<file path="src/rtl/rl_ram_1r1w_stream_reader.sv">
// Purpose: walks len consecutive RAM addresses from base and streams the words out with last marking.
// Latency: start in cycle 0 -> first raddr in cycle 1 -> first tvalid in cycle 3; then 1 word/cycle.
// Backpressure: a 2-entry skid buffer holds RAM data; reads stall once buffer + in-flight reach 2.
module rl_ram_1r1w_stream_reader #(
  parameter int ABITS = 10,
  parameter int DBITS = 32
) (
  input  logic             clk_i,
  input  logic             rst_ni,
  input  logic             start_i,
  input  logic             abort_i,
  input  logic [ABITS-1:0] base_i,
  input  logic [ABITS:0]   len_i,
  output logic             busy_o,
  output logic             done_o,
  output logic [ABITS-1:0] raddr_o,
  input  logic [DBITS-1:0] rdata_i,
  output logic             tvalid_o,
  input  logic             tready_i,
  output logic [DBITS-1:0] tdata_o,
  output logic             tlast_o
);

  typedef enum logic [1:0] {S_IDLE, S_RUN, S_DONE} state_t;

  state_t           r_state;
  logic [ABITS-1:0] r_base;
  logic [ABITS-1:0] r_raddr;
  logic [ABITS:0]   r_len;
  logic [ABITS:0]   r_issued;
  logic             r_inflight;
  logic             r_infl_last;
  logic             r_busy;
  logic             r_done;

  logic [DBITS-1:0] r_buf_dat [2];
  logic [1:0]       r_buf_last;
  logic             r_rd_ptr;
  logic             r_wr_ptr;
  logic [1:0]       r_cnt;

  logic             w_pop;
  logic             w_push;
  logic             w_issue;
  logic             w_issue_last;
  logic             w_final;
  logic [2:0]       w_occ;
  logic [ABITS:0]   w_issued_inc;
  logic [ABITS-1:0] w_raddr_next;

  // Issue decision: read only while words remain and the buffer can absorb the result.
  always_comb begin
    w_pop        = tvalid_o & tready_i;
    w_push       = r_inflight;
    w_final      = w_pop & tlast_o;
    // pop only happens with r_cnt>=1, so this never underflows
    w_occ        = {1'b0, r_cnt} + {2'b00, r_inflight} - {2'b00, w_pop};
    w_issued_inc = r_issued + {{ABITS{1'b0}}, 1'b1};
    w_issue_last = (w_issued_inc == r_len);
    // address arithmetic is ABITS wide, so it wraps naturally past the top of the RAM
    w_raddr_next = r_base + r_issued[ABITS-1:0];
    w_issue      = (r_state == S_RUN) && !abort_i && (r_issued != r_len) && (w_occ < 3'd2);
  end

  assign raddr_o  = w_issue ? w_raddr_next : r_raddr;
  assign busy_o   = r_busy;
  assign done_o   = r_done;
  assign tvalid_o = (r_cnt != 2'd0);
  assign tdata_o  = r_buf_dat[r_rd_ptr];
  assign tlast_o  = r_buf_last[r_rd_ptr];

  // Control FSM: transfer bookkeeping, in-flight tracking and registered busy/done.
  always_ff @(posedge clk_i or negedge rst_ni) begin
    if (!rst_ni) begin
      r_state     <= S_IDLE;
      r_base      <= '0;
      r_raddr     <= '0;
      r_len       <= '0;
      r_issued    <= '0;
      r_inflight  <= 1'b0;
      r_infl_last <= 1'b0;
      r_busy      <= 1'b0;
      r_done      <= 1'b0;
    end else begin
      r_inflight  <= w_issue;
      r_infl_last <= w_issue & w_issue_last;
      if (w_issue) begin
        r_issued <= w_issued_inc;
        r_raddr  <= w_raddr_next;
      end
      if (abort_i) begin
        // abort wins over start and over a final handshake; no done pulse
        r_state <= S_IDLE;
        r_busy  <= 1'b0;
        r_done  <= 1'b0;
      end else begin
        case (r_state)
          S_IDLE: begin
            if (start_i) begin
              r_base   <= base_i;
              r_len    <= len_i;
              r_issued <= '0;
              if (len_i != '0) begin
                r_state <= S_RUN;
                r_busy  <= 1'b1;
              end else begin
                r_state <= S_DONE;
                r_done  <= 1'b1;
              end
            end
          end
          S_RUN: begin
            if (w_final) begin
              r_state <= S_DONE;
              r_busy  <= 1'b0;
              r_done  <= 1'b1;
            end
          end
          S_DONE: begin
            r_state <= S_IDLE;
            r_done  <= 1'b0;
          end
          default: begin
            r_state <= S_IDLE;
            r_busy  <= 1'b0;
            r_done  <= 1'b0;
          end
        endcase
      end
    end
  end

  // Skid buffer: captures RAM data the cycle after each issue, drains on handshake.
  always_ff @(posedge clk_i or negedge rst_ni) begin
    if (!rst_ni) begin
      for (int i = 0; i < 2; i++) begin
        r_buf_dat[i] <= '0;
      end
      r_buf_last <= '0;
      r_rd_ptr   <= 1'b0;
      r_wr_ptr   <= 1'b0;
      r_cnt      <= '0;
    end else if (abort_i) begin
      // flush; a read still in flight is dropped because r_inflight clears too
      r_rd_ptr <= 1'b0;
      r_wr_ptr <= 1'b0;
      r_cnt    <= '0;
    end else begin
      // on a full buffer with push+pop, the tail slot is the head being popped
      if (w_push) begin
        r_buf_dat[r_wr_ptr]  <= rdata_i;
        r_buf_last[r_wr_ptr] <= r_infl_last;
        r_wr_ptr             <= ~r_wr_ptr;
      end
      if (w_pop) begin
        r_rd_ptr <= ~r_rd_ptr;
      end
      r_cnt <= r_cnt + {1'b0, w_push} - {1'b0, w_pop};
    end
  end

endmodule
</file>
<file path="config.mk">
export PLATFORM = sky130hd
export DESIGN_NAME = rl_ram_1r1w_stream_reader
export DESIGN_NICKNAME = d
export VERILOG_FILES = /design/src/rtl/rl_ram_1r1w_stream_reader.sv
export SDC_FILE = /design/constraint.sdc
export NUM_CORES = 1
export LEC_CHECK = 0
export CAP_MARGIN = 20
export CORE_UTILIZATION = 50
export CTS_CLUSTER_DIAMETER = 120
export DETAILED_ROUTE_END_ITERATION = 16
export GPL_TIMING_DRIVEN = 0
export PLACE_DENSITY = 0.76
export SYNTH_ARGS = -nofsm -noshare
export SYNTH_HDL_FRONTEND = slang
export SYNTH_SLANG_ARGS = --single-unit
</file>
<file path="constraint.sdc">
create_clock -name clk_i -period 3.9 [get_ports clk_i]
set_input_delay 0.78 -clock clk_i [delete_from_list [all_inputs] [get_ports clk_i]]
set_output_delay 0.78 -clock clk_i [all_outputs]
set_load 0.02 [all_outputs]
</file>
==> impl_metrics.tcl, run 1 <==
set metrics [dict create \
    grt_overflow_total 0 \
    layout_commonest_cell "dfrtp_1" \
    dr.pass1.iters 4 \
    synth_edf_count 0 \
    ant_nets 0 \
    fin_nets 715 \
    crit_start "r_cnt[0]" \
    io_buffers 102 \
    r2r-end "r_infl_last" \
    synth_cells 509 \
    cts_tree "done" \
    clock_skew_ns 0.008276 \
    placed_cell_area_sq_um 7058 \
    syn_area_sq_um 5829 \
    finalMaxSlewViolations 0 \
    hp-class "in2async" \
    crit_path_cell_trace "or2_4 -> and2_4 -> ha_4 -> inv_2 -> ha_4 -> inv_2 -> fa_2 -> and4_4 -> nand2_8 -> clkinv_8 -> mux2_4 -> buf_6" \
    n_antenna_cell 0 \
    die_area_sq_um 12090 \
    ff2ff_path_depth 13 \
    dp_hpwl_microns 9110 \
    fin_crit_sh_pct 98.84 \
    synth_top_area_share_pct 50.65 \
    grt_use_total_pct 22.97 \
    finalHoldViolCount 0 \
    cap_viol_max_count 0 \
    area_growth_pct 35.37 \
    start_util_pct 51.27 \
    status "finished clean" \
    worst-path-max-fanout 7 \
    grt_pass1_wl_microns 20820 \
    place_congestion 0.8988 \
    rrSetupSlack_ns 0.84 \
    hold_slack_ns 0.2306 \
    stdcell_area_sq_um 7891 \
    p_total_uw 6240 \
    crit_family "adder cells" \
    synth-seq-cells 118 \
    ys_warn_count 0 \
    insertion_delay_ns 0.42 \
    fmax_mhz 259.4 \
    seq_area_frac_synth_pct 50.65 \
    ctsHoldBuffers 0 \
    leakage_uw 0.003553 \
    synth_largest_area_cell "dfrtp_1" \
    grt_pass1_vias 4361 \
    vias 4376 \
    die_w_microns 110.0 \
    synth_area_leaders "dfrtp_1 (51%), mux2_2 (20%), nand2_1 (5.0%)" \
    cts.clk_slew.worst_paths_ns 0.05 \
    synth-async-reset-ratio_pct 100.0 \
    tightest_slew_ns 0.7214 \
    cts_sinks 118 \
    crit_slowest_cell "fa_2" \
    pin_count 104 \
    wl_per_cell_microns 16.45 \
    fin_crit_ns 3.855 \
    cp.buffers_inverters 4 \
    core-area_sq_um 11370 \
    startpoint_type "register" \
    p_per_area_nw_per_um2 790.7 \
    final_cell_mix "dfrtp_1 (118), mux2_2 (101), clkdlybuf4s50_1 (90)" \
    antenna_found_initial 0 \
    rsz0062_at_grt "yes" \
    peakVddDrop_mv 0.5567 \
    relSlewSlack_pct 51.80 \
    post_route_cells_drive_above_1_share_pct 28.05 \
    worstSetupPathType "reg2out" \
    cts_buffers 17 \
    drc 0 \
    cp.arrival_ns 3.07 \
    cpPeakStageDelay_ns 0.55 \
    drt-vias-per-instance 5.477 \
    routed_wl_microns 13140 \
    fp.dieH_microns 110.0 \
    htreeDepth 4 \
    grt_max_degree 91 \
    num_rows 39 \
    syn_avg_cell_area_sq_um 11.45 \
    finalSetupViolCount 0 \
    cts.path.max_buffers 2 \
    ys.flop_type "dfrtp_1" \
    syn_nets 581 \
    cts_root_buf "clkbuf_16" \
    drtIter0Drc 200 \
    end_kind "output pin" \
    synth.distinct_cells 50 \
    regToRegStartpoint "r_cnt[0]" \
    required_ns 3.12 \
]
[layer usage]
layer  track usage (%)  wire, microns  part of all wire, %
met1             27.04           5422                   41
met2             39.38           6499                   49
met3             6.937            950                  7.2
met4             8.762            271                  2.1
met5                 0              0                    0
[power by group]
| group | switching (uW) | total (uW) | internal [uW] |
|---|---|---|---|
| Sequential | 278 | 1990 | 1710 |
| Clock | 521 | 1620 | 1100 |
| Combinational | 1210 | 2630 | 1420 |
[through the flow]
stage / TNS [ns] / setup slack (ns) / util, % / instances
6_report: 0 / 0.04537 / 69.41 / 799
5_1_grt: -0.2973 / -0.06224 / 69.41 / 799
4_1_cts: -0.1359 / -0.02924 / 68.96 / 795
3_5_place_dp: -9.809 / -1.074 / 62.08 / 755
3_3_place_gp: -286.78 / -2.357 / 61.82 / 754
2_1_floorplan: 0 / 0.07253 / - / 509
[final cells by class]
type	count	area, sq um
inverter	10	50.05
tap	143	178.9
clock inverter	8	117.6
buffer	24	118.9
sequential	118	2953
fill	836	3478
multi-input combinational	357	2833
timing repair buffer	115	1129
clock buffer	24	511.7
[timing repair]
| item | 4_1_cts | 5_1_grt |
|---|---|---|
| resized for setup | 82 | 6 |
| setup endpoints to repair | 10 | 10 |
| setup buffers | 8 | 4 |
| pin swaps | 6 | 4 |
[cell families (layout without fill, tap and decap cells)]
logic type / Yosys count / count (layout) / synth area share (%)
AO/OA/AOI/OAI: 54 / 54 / 5.945
XOR/XNOR: 29 / 29 / 4.357
adder cells (fa/ha/maj): 14 / 14 / 3.262
buffers and inverters: 34 / 181 / 2.511
flip-flops: 118 / 118 / 50.65
multiplexers: 109 / 109 / 20.99
AND/OR/NAND/NOR: 151 / 151 / 12.28
[registers in the layout, indices dropped and copies added, names as in the netlist, 2 cells and up]
register and count:
r_cnt 2, r_issued 11, r_raddr 10, r_len 11, r_state 2, r_base 10
r_buf_dat 64, r_buf_last 2
[cells in the mapped netlist (2+ instances only)]
cell type and count:
dfrtp_1 118, mux2_2 106, nand2_1 78, xnor2_1 22
clkbuf_1 15, nor2_1 15, a21oi_1 14, o21ai_0 13
ha_1 12, nand3_1 12, inv_1 9, nor3_1 7
xor2_1 7, buf_2 6, o31ai_1 6, and3_1 5
or4_1 5, and2_1 4, nand2b_1 4, nand4_1 4
mux2i_1 3, nor2b_1 3, nor3b_1 3, a211oi_1 2
a22oi_1 2, a31oi_1 2, and4_1 2, fa_1 2
nor4_1 2, nor4b_1 2, o21bai_1 2, o22ai_1 2
o311ai_0 2, o41ai_1 2
[worst max-delay path by stage]
| stage | endpoint | slack (ns) | cells past startpoint |
|---|---|---|---|
| CTS | raddr_o[7] | -0.03 | 13 |
| detailed placement | raddr_o[7] | -1.07 | 13 |
| global placement | r_len[3] | -2.36 | 1 |
| global route | raddr_o[3] | -0.06 | 13 |
| finish | raddr_o[7] | 0.05 | 12 |
| floorplan | raddr_o[9] | 0.07 | 11 |
Note: power is estimated with default switching activity, not from simulation.
==> run 2: changes to the inputs <==
SKIP_LAST_GASP = 1   (was not set)
==> impl_metrics.tcl, run 2 (synthesis results as in run 1) <==
set metrics [dict create \
    leakage_uw 0.003551 \
    place_congestion 0.8988 \
    internal-power_uw 4225 \
    ff2ff_path_depth 13 \
    start_util_pct 51.27 \
    drt-vias-per-instance 5.463 \
    n_antenna_cell 0 \
    end_kind "output pin" \
    cap_viol_max_count 0 \
    grt_overflow_total 0 \
    grt_max_degree 91 \
    relSlewSlack_pct 51.83 \
    largest_reg_flops 64 \
    antenna_found_initial 0 \
    switchingPower_uw 2007 \
    worstSetupPathType "reg2out" \
    final_cell_mix "dfrtp_1 (118), mux2_2 (101), clkdlybuf4s50_1 (90)" \
    p_seq_share_pct 31.8 \
    fp.dieH_microns 110.0 \
    cts.clk_slew.worst_paths_ns 0.05 \
    io_buffers 102 \
    fin_crit_ns 3.857 \
    pin_count 104 \
    area_growth_pct 35.18 \
    vias 4365 \
    clock_skew_ns 0.008213 \
    finalHoldViolCount 0 \
    cts_tree "done" \
    sw_frac_of_total_pct 32.21 \
    num_rows 39 \
    layout_commonest_cell "dfrtp_1" \
    hp-class "in2async" \
    clkPwrFrac_pct 26.0 \
    regArea_sq_um 2953 \
    post_route_cells_drive_above_1_share_pct 28.05 \
    fillCellCount 840 \
    finalMaxSlewViolations 0 \
    ant_nets 0 \
    multi_input_area_sq_um 2825 \
    dr.pass1.iters 4 \
    rsz0062_at_grt "yes" \
    htreeDepth 4 \
    dp_hpwl_microns 9110 \
    insertion_delay_ns 0.42 \
    regMostFlops "r_buf_dat" \
    largestRegisters "r_buf_dat (64), r_issued (11), r_len (11)" \
    hold_slack_ns 0.2297 \
    p_per_area_nw_per_um2 790.9 \
    core-area_sq_um 11370 \
    cp.arrival_ns 3.08 \
    grt_use_total_pct 22.97 \
    die_area_sq_um 12090 \
    fin_crit_sh_pct 98.89 \
    worst-path-max-fanout 7 \
    drtIter0Drc 260 \
    fin_nets 715 \
    startpoint_type "register" \
    cts_buffers 17 \
    required_ns 3.12 \
    cts.path.max_buffers 2 \
    p_total_uw 6232 \
    status "finished clean" \
    fmax_mhz 259.3 \
    cts_sinks 118 \
    finalSetupViolCount 0 \
    drc 0 \
    wl_per_cell_microns 16.47 \
    cts_root_buf "clkbuf_16" \
    grt_pass1_wl_microns 20820 \
    tightest_slew_ns 0.7210 \
    routed_wl_microns 13160 \
    grt_pass1_vias 4361 \
    power_frac_comb_pct 42.1 \
    die_w_microns 110.0 \
    peakVddDrop_mv 0.5567 \
]
run 2: path summary, 6_finish.rpt:
kind | startpoint | end | slack [ns]
max reg2reg | r_cnt[0] | r_infl_last | 0.84
min in group clk_i | done_o | done_o | 0.49
max | r_cnt[0] | raddr_o[5] | 0.04
min | rst_ni | r_buf_dat[41] | 0.23
max in group asynchronous | rst_ni | r_raddr[9] | 2.94
min reg2reg | done_o | done_o | 0.49
run 2: repair_timing:
item / CTS / global route
gates resized for setup: 82 / 4
setup endpoints to repair: 10 / 10
setup buffers: 8 / 4
hold buffers: 0 / 0
pin swaps: 6 / 4
run 2: power by group through the flow:
stage               clock network, uW  registers (uW)  logic (uW)
finish                           1620            1980        2630
global route                     1710            2040        2830
CTS                              1650            1980        2610
detailed placement                  0            1990        2430
global placement                    0            1960        2380
floorplan                           0            1910        1560
run 2: metal layers:
metal,share of wire (%),vias up,GRT usage (%),routed length [microns]
met5,0,-,0,0
met4,2.0,0,8.762,257
met3,7.2,30,6.937,945
met2,49,136,39.38,6496
met1,41,2135,27.04,5456
li1,-,2064,-,-
run 2: critical path: stages, from the launching register on:
cell and delay [ns]:
dfrtp_1 0.38, or2_4 0.25, and2_4 0.15, ha_4 0.20, inv_2 0.06, ha_4 0.12
inv_2 0.03, fa_2 0.55, and4_4 0.27, nand2_8 0.10, clkinv_8 0.10, mux2_4 0.31
buf_6 0.13
run 2: final cells by class:
class	count	area share [%]
Tap cell	143	2.271
Timing Repair Buffer	115	14.27
Clock inverter	8	1.493
Buffer	24	1.508
Sequential cell	118	37.47
Multi-Input combinational cell	357	35.85
Inverter	10	0.6351
Clock buffer	24	6.494
run 2: through the flow:
stage	instances	utilization, %	setup WS, ns	TNS, ns	instance area (sq um)
2_1_floorplan	509	-	0.07253	0	5829
3_3_place_gp	754	61.82	-2.357	-286.78	7029
3_5_place_dp	755	62.08	-1.074	-9.809	7058
4_1_cts	795	68.96	-0.02924	-0.1359	7840
5_1_grt	799	69.31	-0.06224	-0.3140	7880
6_report	799	69.31	0.04311	0	7880
==> run 3: changes to the inputs <==
SKIP_LAST_GASP = not set   (was 1)
==> results of run 3 <==
No change in the layout: final DEF, timing and power equal those of run 1.
